File: src/rtl/counter_share_arbiter_if.sv
// Requester-side bundle for the shared-counter arbiter: request/terminal-count in,
// grant/completion/count status out.
interface counter_share_arbiter_if #(
    parameter int unsigned NREQ = 4,
    parameter int unsigned W    = 4
) ();
    logic [NREQ-1:0]   req;
    logic [NREQ*W-1:0] len;
    logic [NREQ-1:0]   gnt;
    logic [NREQ-1:0]   done;
    logic              busy;
    logic [W-1:0]      q;

    modport master (
        output req,
        output len,
        input  gnt,
        input  done,
        input  busy,
        input  q
    );

    modport slave (
        input  req,
        input  len,
        output gnt,
        output done,
        output busy,
        output q
    );
endinterface

File: src/rtl/counter_share_arbiter.sv
// Round-robin owner of a single shared up-counter: grants one requester, counts 0..len,
// pulses done, then releases. All outputs are registered.
module counter_share_arbiter #(
    parameter int unsigned NREQ = 4,
    parameter int unsigned W    = 4
) (
    input logic                    clk,
    input logic                    rst,
    counter_share_arbiter_if.slave bus
);
    localparam int unsigned IdxW = (NREQ > 1) ? $clog2(NREQ) : 1;

    typedef enum logic [1:0] {StIdle, StRun, StDone} state_e;

    state_e          state_q, state_d;
    logic [IdxW-1:0] last_q, last_d;
    logic [W-1:0]    target_q, target_d;
    logic [W-1:0]    cnt_q, cnt_d;
    logic [NREQ-1:0] gnt_q, gnt_d;
    logic [NREQ-1:0] done_q, done_d;
    logic            busy_q, busy_d;

    logic [IdxW-1:0] win_idx;
    logic [IdxW-1:0] cand;
    logic            win_found;
    logic            owner_req;
    logic            at_target;

    // last_q doubles as the current owner index while RUN/DONE.
    assign owner_req = bus.req[last_q];
    assign at_target = (cnt_q == target_q);

    // First requester in order last+1, last+2, ... modulo NREQ.
    always_comb begin
        win_found = 1'b0;
        win_idx   = last_q;
        cand      = last_q;
        for (int unsigned off = 1; off <= NREQ; off++) begin
            cand = IdxW'((32'(last_q) + off) % NREQ);
            if (!win_found && bus.req[cand]) begin
                win_found = 1'b1;
                win_idx   = cand;
            end
        end
    end

    always_ff @(posedge clk) begin
        if (!rst) begin
            state_q  <= StIdle;
            last_q   <= IdxW'(NREQ - 1);
            target_q <= '0;
            cnt_q    <= '0;
            gnt_q    <= '0;
            done_q   <= '0;
            busy_q   <= 1'b0;
        end else begin
            state_q  <= state_d;
            last_q   <= last_d;
            target_q <= target_d;
            cnt_q    <= cnt_d;
            gnt_q    <= gnt_d;
            done_q   <= done_d;
            busy_q   <= busy_d;
        end
    end

    always_comb begin
        state_d = state_q;
        unique case (state_q)
            StIdle: begin
                if (win_found) begin
                    state_d = StRun;
                end
            end
            StRun: begin
                // Abort outranks completion on the same edge.
                if (!owner_req) begin
                    state_d = StIdle;
                end else if (at_target) begin
                    state_d = StDone;
                end
            end
            StDone:  state_d = StIdle;
            default: state_d = StIdle;
        endcase
    end

    // Next values of the registered outputs and the grant bookkeeping.
    always_comb begin
        gnt_d    = '0;
        done_d   = '0;
        busy_d   = 1'b0;
        cnt_d    = '0;
        target_d = target_q;
        last_d   = last_q;
        unique case (state_q)
            StIdle: begin
                if (win_found) begin
                    gnt_d[win_idx] = 1'b1;
                    busy_d         = 1'b1;
                    target_d       = bus.len[32'(win_idx) * W +: W];
                    last_d         = win_idx;
                end
            end
            StRun: begin
                if (owner_req) begin
                    busy_d = 1'b1;
                    if (at_target) begin
                        done_d[last_q] = 1'b1;
                        cnt_d          = cnt_q;
                    end else begin
                        gnt_d[last_q] = 1'b1;
                        cnt_d         = cnt_q + 1'b1;
                    end
                end
            end
            StDone: begin
                cnt_d = '0;
            end
            default: begin
                cnt_d = '0;
            end
        endcase
    end

    assign bus.gnt  = gnt_q;
    assign bus.done = done_q;
    assign bus.busy = busy_q;
    assign bus.q    = cnt_q;

    a_gnt_onehot: assert property (@(posedge clk) disable iff (!rst) $onehot0(gnt_q));
    a_done_onehot: assert property (@(posedge clk) disable iff (!rst) $onehot0(done_q));
    a_gnt_done_excl: assert property (@(posedge clk) disable iff (!rst) (gnt_q & done_q) == '0);

endmodule

File: src/flat_wrapper.sv
// flat-port wrapper written by rule: the top's interface ports become plain ports
module counter_share_arbiter_flat 
#(
    parameter int unsigned NREQ = 4,
    parameter int unsigned W    = 4
)
  (clk, rst, bus_req, bus_len, bus_gnt, bus_done, bus_busy, bus_q);
  counter_share_arbiter_if #(.NREQ(NREQ), .W(W)) bus_i ();
  input logic clk;
  input logic rst;
  input wire logic [$bits(bus_i.req)-1:0] bus_req;
  input wire logic [$bits(bus_i.len)-1:0] bus_len;
  output wire logic [$bits(bus_i.gnt)-1:0] bus_gnt;
  output wire logic [$bits(bus_i.done)-1:0] bus_done;
  output wire logic [$bits(bus_i.busy)-1:0] bus_busy;
  output wire logic [$bits(bus_i.q)-1:0] bus_q;
  assign bus_i.req = bus_req;
  assign bus_i.len = bus_len;
  assign bus_gnt = bus_i.gnt;
  assign bus_done = bus_i.done;
  assign bus_busy = bus_i.busy;
  assign bus_q = bus_i.q;
  counter_share_arbiter #(.NREQ(NREQ), .W(W)) u_core (.clk(clk), .rst(rst), .bus(bus_i));
endmodule
File: config.mk
export PLATFORM = sky130hd
export DESIGN_NAME = counter_share_arbiter_flat
export DESIGN_NICKNAME = d
export VERILOG_FILES = /design/src/rtl/counter_share_arbiter_if.sv /design/src/rtl/counter_share_arbiter.sv /design/src/flat_wrapper.sv
export SDC_FILE = /design/constraint.sdc
export NUM_CORES = 1
export LEC_CHECK = 0
export ABC_AREA = 1
export CAP_MARGIN = 20
export CORE_UTILIZATION = 45
export DETAILED_ROUTE_END_ITERATION = 12
export GPL_TIMING_DRIVEN = 0
export PLACE_DENSITY = 0.86
export SYNTH_ARGS = -nofsm -noshare
export SYNTH_HDL_FRONTEND = slang
export SYNTH_SLANG_ARGS = --single-unit
File: constraint.sdc
create_clock -name clk -period 2.8 [get_ports clk]
set_clock_uncertainty 0.1 [all_clocks]
set_input_delay 0.56 -clock clk [delete_from_list [all_inputs] [get_ports clk]]
set_output_delay 0.56 -clock clk [all_outputs]
set_load 0.05 [all_outputs]
==> impl_metrics.json <==
{
  "status": "complete, no violations",
  "hold-path-endpoint": "u_core.bus.q[2]$_SDFFE_PN0N_",
  "synth.avg_cell_area_um2": 7.073,
  "drv_cap": 0,
  "final_common_cell": "nand2_1",
  "hp-start": "u_core.bus.q[2]$_SDFFE_PN0N_",
  "powerDensity_nw_per_um2": 1161,
  "drive_gt1_share_pct": 13.16,
  "path_class": "reg2reg",
  "reg2reg_to": "u_core.bus.gnt[3]$_SDFF_PN0_",
  "initial_core_util_pct": 48.31,
  "num_antenna_cells": 0,
  "synthesis.nets": 217,
  "synth_top_family_by_area": "simple AND/OR/NAND/NOR gates",
  "max_freq_mhz": 432.5,
  "syn-instance-count": 190,
  "synth-compound-area-share_pct": 7.542,
  "synthSimpleGateAreaFrac_pct": 44.97,
  "p_leak_nw": 0.8192,
  "muxShareOfSynthArea_pct": 0,
  "place.port_buffers": 34,
  "hold_class": "reg2reg",
  "synth-seq-cells": 21,
  "vias": 1288,
  "clk_latency_ns": 0.30,
  "layout_common_cells": "nand2_1 (39), clkdlybuf4s50_1 (34), nand3_1 (26), inv_1 (24), dfxtp_1 (21)",
  "reg2reg_depth": 13,
  "cts.path.max_buffers": 2,
  "ant_nets": 0,
  "clock-sinks": 21,
  "slew_viol_final": 0,
  "timing.final.ws_setup_ns": 0.4876,
  "routed_wl_mm": 2.557,
  "antenna_found_initial": 0,
  "start_kind": "flop",
  "hold_path_depth": 2,
  "synth_xor_area_share_pct": 1.304,
  "synth_cell_type_count": 28,
  "cts_resized": 0,
  "fin_setup_tns_ns": 0,
  "min_period_over_period_pct": 82.59,
  "ys_seq_area_share_pct": 31.28,
  "cts_tree": "done",
  "nNetsFinal": 256,
  "numCtsBuffers": 3,
  "yosys.area.top_type": "dfxtp_1",
  "overflow": 0,
  "r2r-start": "u_core.last_q[0]$_SDFFE_PN1P_",
  "crit_required_ns": 2.90,
  "viasPerCell": 4.973,
  "core_area_um2": 2781,
  "route.detailed.drc": 0,
  "grt_pass1_vias": 1164,
  "die_area_um2": 3209,
  "firstDrtPassIters": 4,
  "synth_area_um2": 1344,
  "regToRegSetupSlack_ns": 0.49,
  "postCtsSetupRepairBufs": 0,
  "yosys.area_share.adder_pct": 4.655,
  "relSlewSlack_pct": 67.03,
  "path_cells": "buf_6 > inv_8 > ha_1 > inv_1 > nand3_1 > nand2_2 > inv_1 > nand4_1 > nand2_2 > inv_2 > buf_6 > a22oi_1 > nor2_1",
  "critPathCaptureType": "flop",
  "boundaryPins": 35,
  "cpMaxStageDelayCell": "ha_1",
  "clk_pin_slew_ns": 0.11,
  "place_congestion": 0.8002,
  "rsz0062_at_grt": "no",
  "report.final.hold_viol_count": 0,
  "clock-root-buffer": "clkbuf_4",
  "max_stage_delay_ns": 0.41,
  "dp_slack_ns": 0.4142,
  "critical_path_arrival_ns": 2.41,
  "rows": 19,
  "track_usage_pct": 17.51,
  "wl_per_cell_um": 9.873,
  "grt_max_degree": 13,
  "dieHeight_um": 56.65,
  "dpl.hpwl_mm": 2.129,
  "worst-path-max-fanout": 10,
  "finalSetupViolCount": 0,
  "vdd_drop_max_mv": 0.7357,
  "drt_iter0_drc": 19,
  "fin_crit_ns": 2.312,
  "ctsHtreeMaxLevel": 1,
  "critical_path.startpoint": "u_core.last_q[0]$_SDFFE_PN1P_",
  "synth_area_leaders": "dfxtp_1 (31%), nand2_1 (11%), nand3_1 (9.7%), inv_1 (6.7%), nand2_4 (5.9%)",
  "grt_pass1_wl_mm": 4.450,
  "syn_to_final_growth_pct": 30.26,
  "synth.top_cell.area_share_pct": 31.28,
  "holdBufCountCts": 0,
  "die_w_um": 56.65,
  "ys.warnings.count": 0,
  "tightest_slew_ns": 0.4930
}
[layer usage]
layer  wire [um]  up-vias  track usage [%]  share of wire (%)
li1            -      693                -                  -
met1        1182      556            20.26                 46
met2        1245       35            31.43                 49
met3         106        4            4.378                4.1
met4          23        0            5.226               0.90
met5           0        -                0                  0
[synthesized netlist by cell type]
| cell | count |
|---|---|
| a21oi_1 | 11 |
| a22oi_1 | 1 |
| buf_6 | 2 |
| clkinv_1 | 1 |
| dfxtp_1 | 21 |
| ha_1 | 5 |
| inv_1 | 24 |
| inv_2 | 1 |
| inv_4 | 1 |
| inv_8 | 1 |
| nand2_1 | 39 |
| nand2_2 | 4 |
| nand2_4 | 7 |
| nand3_1 | 26 |
| nand3_2 | 2 |
| nand3_4 | 1 |
| nand3b_1 | 5 |
| nand4_1 | 4 |
| nand4_2 | 1 |
| nor2_1 | 18 |
| nor2_2 | 1 |
| nor2_4 | 1 |
| nor3b_1 | 1 |
| o21ai_0 | 4 |
| o21ai_1 | 2 |
| o21ai_2 | 1 |
| or2_2 | 3 |
| xor2_1 | 2 |
[cell type report]
type,count,area [um^2]
fillers,242,1031
multi-input cells,139,785.8
flip-flops and latches,21,420.4
repair buffers,34,340.3
inverters,28,115.1
well taps,31,38.79
clock buffers,3,22.52
plain buffers,2,22.52
clock inverters,1,5.005
[worst max-delay path by stage]
stage | end | cells after the start
2_1_floorplan | u_core.target_q[2]$_SDFFE_PN0P_ | 13
3_3_place_gp | u_core.target_q[2]$_SDFFE_PN0P_ | 12
3_5_place_dp | u_core.target_q[2]$_SDFFE_PN0P_ | 12
4_1_cts | u_core.bus.gnt[3]$_SDFF_PN0_ | 13
5_1_grt | u_core.target_q[2]$_SDFFE_PN0P_ | 12
6_report | u_core.bus.gnt[3]$_SDFF_PN0_ | 13
[where the power goes]
| part | switching (mW) | total, mW | internal [mW] |
|---|---|---|---|
| clock network | 0.0866 | 0.140 | 0.0533 |
| registers | 0.0452 | 0.426 | 0.380 |
| logic | 0.952 | 1.47 | 0.515 |
[cells by family after synthesis]
logic type	count (synthesis)
simple gates	113
xor+xnor	2
compound gates	19
fa+ha+maj	5
buf+inv	30
flops	21
[critical path, delay by kind of cell, from the launching register on]
family,cells,cell delay (ns)
flops,1,0.40
fa+ha+maj,1,0.41
buf+inv,6,0.60
compound gates,1,0.16
simple gates,5,0.53
[flip-flops by register name (all words and copies together), names as in the netlist]
register,count
u_core.bus.busy,1
u_core.state_q,2
u_core.bus.gnt,4
u_core.target_q,4
u_core.bus.done,4
u_core.last_q,2
u_core.bus.q,4
[through the flow]
| step | area (um^2) | total power [mW] | hold slack (ns) | utilization (%) | instances |
|---|---|---|---|---|---|
| CTS | 1750 | 2.045 | 0.4268 | 62.93 | 259 |
| global placement | 1723 | 1.871 | 0.4043 | 61.94 | 255 |
| global route | 1750 | 2.216 | 0.4694 | 62.93 | 259 |
| floorplan | 1344 | 1.597 | 0.3903 | - | 190 |
| finish | 1750 | 2.032 | 0.4230 | 62.93 | 259 |
| detailed placement | 1723 | 1.901 | 0.4061 | 61.94 | 255 |
(Power assumes the default switching activity.)
